### config.mk
export PLATFORM = sky130hd
export DESIGN_NAME = sat_counter
export DESIGN_NICKNAME = d
export VERILOG_FILES = /design/src/rtl/sat_counter.sv
export SDC_FILE = /design/constraint.sdc
export NUM_CORES = 1
export LEC_CHECK = 0
export CAP_MARGIN = 40
export CORE_MARGIN = 1
export CORE_UTILIZATION = 44
export CTS_BUF_LIST = sky130_fd_sc_hd__clkbuf_8
export DETAILED_ROUTE_END_ITERATION = 10
export HOLD_SLACK_MARGIN = 0.05
export PLACE_DENSITY_LB_ADDON = 0.15
export SLEW_MARGIN = 5
export SYNTH_ARGS = -nofsm -noshare
export SYNTH_HDL_FRONTEND = slang
export SYNTH_SLANG_ARGS = --single-unit
### constraint.sdc
create_clock -name clk -period 1.44 [get_ports clk]
set_clock_uncertainty 0.1 [all_clocks]
set_input_delay 0.288 -clock clk [delete_from_list [all_inputs] [get_ports clk]]
set_output_delay 0.288 -clock clk [all_outputs]
set_load 0.05 [all_outputs]
### src/rtl/sat_counter.sv
// Saturating up-counter that sticks at all-ones; clr wins over inc, rst_n wins over both.
// One cycle from inc/clr to cnt; no backpressure.
module sat_counter #(
    parameter int W = 16
) (
    input  logic         clk,
    input  logic         rst_n,
    input  logic         inc,
    input  logic         clr,
    output logic [W-1:0] cnt
);

    always_ff @(posedge clk) begin
        if (!rst_n) begin
            cnt <= '0;
        end else if (clr) begin
            cnt <= '0;
        end else if (inc && (cnt != {W{1'b1}})) begin
            cnt <= cnt + 1'b1;
        end
    end

endmodule

==> results of run 1 <==
Yosys cell counts, types with 2 or more instances:
master	number	area, um^2
dfxtp_1	16	320.3
nor2_1	10	37.54
nand2_1	5	18.77
a21oi_1	4	20.02
nand3_1	4	20.02
o21ai_0	4	20.02
and2_1	3	18.77
nor4_1	3	18.77
xor2_1	3	26.28
and4_2	2	20.02
inv_1	2	7.510
nand2b_1	2	12.51
nand4_1	2	12.51
nand4_4	2	42.54
o311ai_0	2	17.52
o31ai_1	2	15.01
o41ai_1	2	17.52
or3_1	2	12.51
or4_1	2	15.01
per-stage QoR:
stage	cell area [um^2]	worst slack, ns
after detailed placement	1578	-0.5861
after global placement	1578	-0.4033
after floorplan	952.2	-0.1406
cells by family after synthesis:
logic type / Yosys count / synth area share
buffers and inverters: 3 / 0.01302
xor gates and xnor gates: 4 / 0.04053
DFF: 16 / 0.3705
adders and majority gates: 1 / 0.01447
and+or+nand+nor: 44 / 0.3358
AOI/OAI and AO/OA: 22 / 0.2142
muxes: 1 / 0.01158
==> run_results.csv, run 1 <==
group,metric,value,unit
synthesis,ys_warn_count,0,
clock_tree,cts_setup_buffers,7,
outcome,tool.error,"[ERROR DPL-0033] detailed placement checks failed during check placement.",
synthesis,syn_nets,96,
synthesis,synth.avg_cell_area,9.501,um^2
floorplanning,io_pins,20,
floorplanning,num_rows,15,
clock_tree,cts.sinks,16,
clock_tree,cts_made_buffers,3,
place,gp_congestion,0.8669,
synthesis,async_reset_ff_frac,0,
floorplanning,die_w,46.33,um
floorplanning,start_util,0.4849,
synthesis,synth_ff_type,"dfxtp_1",
clock_tree,cts_root_buf,"clkbuf_8",
synthesis,ys_seq_area_frac,0.3705,
floorplanning,fp.dieH,46.33,um
synthesis,synth-seq-cells,16,
clock_tree,cts_resized,18,
place,dpl.hpwl,2654,um
synthesis,synth-edff-count,0,
place,port_buffers,19,
outcome,failed_stage,"clock tree synthesis (4_1_cts)",
place,dp_cells,167,
synthesis,synth_area,864.6,um^2
outcome,status,"aborted with a tool error",
synthesis,netlist_instances,91,
synthesis,yosys.cell_types.count,38,
clock_tree,cts_buffer_depth,2,
clock_tree,cts_max_level,1,
clock_tree,ctsHoldBuffers,0,
==> run 2: changes to the inputs <==
Settings changed: CORE_AREA set to 2 2 63 65, CORE_MARGIN 1 to not set, CORE_UTILIZATION 44 to not set, CTS_BUF_LIST sky130_fd_sc_hd__clkbuf_8 to not set, DIE_AREA set to 0 0 65 67, HOLD_SLACK_MARGIN 0.05 to not set.
Clock period 1.44 ns to 1.87 ns, I/O delays scaled along.
==> run 2 against run 1 <==
Effect of this change: the flow now finishes without violations; area after synthesis unchanged; synthesized cell count unchanged.
==> run_results.csv, run 2 <==
group,metric,value,unit
outcome,status,"finished, final reports clean",
clock_tree,cts.clk_slew.worst_paths,0.06,ns
cells_and_area,insertedDiodeCount,0,
clock_tree,cts_made_buffers,3,
power_and_ir_drop,leakagePower,0.4754,nW
drt,drtAntennaViolNets,0,
synthesis,syn_nets,96,
clock_tree,cts_tree,"yes",
place,dpl.hpwl,1641,um
timing,fin_setup_tns,0,ns
floorplanning,io_pins,20,
floorplanning,fp.dieH,67,um
global_route,gr-usage-all-layers,0.1089,
synthesis,synth-edff-count,0,
synthesis,synth_commonest_cells,"dfxtp_1, nor2_1, nand2_1",
cells_and_area,largest_reg_flops,16,
synthesis,synth_area_leaders,"dfxtp_1, nand4_4, nor2_1",
synthesis,yosys.cell_types.count,38,
place,port_buffers,19,
timing,max_freq,552.5,MHz
timing,fin_crit,1.810,ns
global_route,grt_start_max_net_pins,11,
cells_and_area,syn2layout_area_growth,37.19,%
synthesis,ys_warn_count,0,
cells_and_area,final_common_cell,"buf_4",
cells_and_area,fillers,382,
cells_and_area,top_regs,"cnt x16",
setup_path,worstSetupPathType,"input port to register",
floorplanning,die-area,4355,um^2
synthesis,synth-seq-cells,16,
global_route,grt_pass1_vias,776,
setup_path,crit_path_start_kind,"input port",
drt,vias_per_cell,4.958,
global_route,antenna_found_initial,0,
timing,hold_slack,0.4263,ns
clock_tree,cts.sinks,16,
drt,firstDrtPassIters,4,
drt,wl,2178,um
job,drv_cap,0,
synthesis,synthMostInstantiatedCell,"dfxtp_1",
timing,grt_setup_unrepaired,"no",
clock_tree,cts_buffer_depth,2,
timing,maxSlewViolCount,0,
cells_and_area,layout.nets,127,
synthesis,netlist.top_cell.by_area,"dfxtp_1",
clock_tree,cts_root_buf,"clkbuf_8",
synthesis,netlist_instances,91,
synthesis,async_reset_ff_frac,0,
clock_tree,ctsHoldBuffers,0,
setup_path,worstSetupEndpointType,"register",
drt,drt_iter0_drc,19,
timing,period_share,0.9678,
floorplanning,num_rows,22,
drt,drc,0,
cells_and_area,drive_gt1_frac,0.3833,
cells_and_area,top_register,"cnt",
synthesis,ys_seq_area_frac,0.3705,
setup_path,worst-path-max-fanout,7,
floorplanning,core,3606,um^2
synthesis,post-synth-top-area-fraction,0.3705,
power_and_ir_drop,p_per_area,537.7,nW/um^2
place,dpl_cell_area,1145,um^2
clock_tree,cts_max_level,1,
clock_tree,clk_latency,0.25,ns
floorplanning,die_w,65,um
setup_path,slowest_delay,0.53,ns
cells_and_area,finalNonFillerCells,168,
drt,avgRoutedWirePerCell,12.96,um
place,dp_cells,165,
global_route,gr-total-overflow,0,
global_route,grt_pass1_wl,3663,um
synthesis,synth_area,864.6,um^2
setup_path,crit_arrival,1.88,ns
setup_path,worstPathRequired,1.94,ns
timing,setup_violations,0,
timing,slew_headroom,0.6827,
timing,worstMarginPinSlew,0.4733,ns
timing,final.setup.worst_slack,0.06017,ns
setup_path,path_cells,"clkdlybuf4s50_1, and4_2, nand3_4, or4_1, a21oi_1",
hold_path,min_path_type,"register to register",
floorplanning,start_util,0.2398,
power_and_ir_drop,irDropWorstVdd,0.0001972,V
synthesis,synth_ff_type,"dfxtp_1",
timing,hold_viol,0,
power_and_ir_drop,p_total,0.6378,mW
cells_and_area,layout_common_cells,"buf_4, dfxtp_2, nor2_1",
place,place_ws,-0.2084,ns
drt,vias,833,
setup_path,slowest_stage,"clkdlybuf4s50_1",
cells_and_area,stdcell_area,1186,um^2
place,gp_congestion,0.7894,
synthesis,synth.avg_cell_area,9.501,um^2
cells_and_area,final_core_util,0.3289,
==> run 2: cell counts after synthesis <==
No cell type changed its count.
==> run 2: cell families (layout without fill, tap and decap cells) <==
family	after synthesis	in the layout	synth area share
AO/OA/AOI/OAI	22	22	0.2142
XOR/XNOR	4	4	0.04053
adder cells (fa/ha/maj)	1	1	0.01447
buffers and inverters	3	32	0.01302
flip-flops	16	16	0.3705
multiplexers	1	1	0.01158
AND/OR/NAND/NOR	44	44	0.3358
==> run 2: where the power goes <==
part	internal (mW)	switching, mW
clock	0.143	0.116
combinational	0.0159	0.0185
sequential	0.342	0.00176
==> run 2: worst paths after layout <==
check          from      end  slack [ns]  depth (start not counted)
max             inc  cnt[13]        0.06                          5
min          cnt[9]   cnt[9]        0.43                          2
max reg2reg  cnt[0]  cnt[14]        0.23                          6
min reg2reg  cnt[9]   cnt[9]        0.43                          2
==> run 2: cell type report <==
type / instances / area (um^2) / area share
Clock buffer: 3 / 41.29 / 0.03481
Inverter: 2 / 7.507 / 0.006329
Multi-Input combinational cell: 72 / 533.0 / 0.4494
Sequential cell: 16 / 334.1 / 0.2816
Tap cell: 48 / 60.06 / 0.05063
Timing Repair Buffer: 27 / 210.2 / 0.1772
==> run 2: critical path: cells and delay by family <==
kind	cells	cell delay, ns
AND/OR/NAND/NOR	3	0.81
buffers and inverters	1	0.53
AO/OA/AOI/OAI	1	0.16
==> run 2: what timing repair did <==
item	in CTS	in global routing
setup buffers	0	0
hold endpoints to repair	0	0
endpoints found under the setup margin	0	1
gates resized for setup	0	1
==> run 2: layer usage <==
layer	vias up	share of wire	global-route usage	wire length (um)
met5	-	0	0	0
met4	0	0.0023	0.03191	5
met3	2	0.039	0.02534	84
met2	14	0.46	0.1740	1011
met1	401	0.49	0.1453	1077
li1	416	-	-	-
Power figures use the tool's default switching activity.
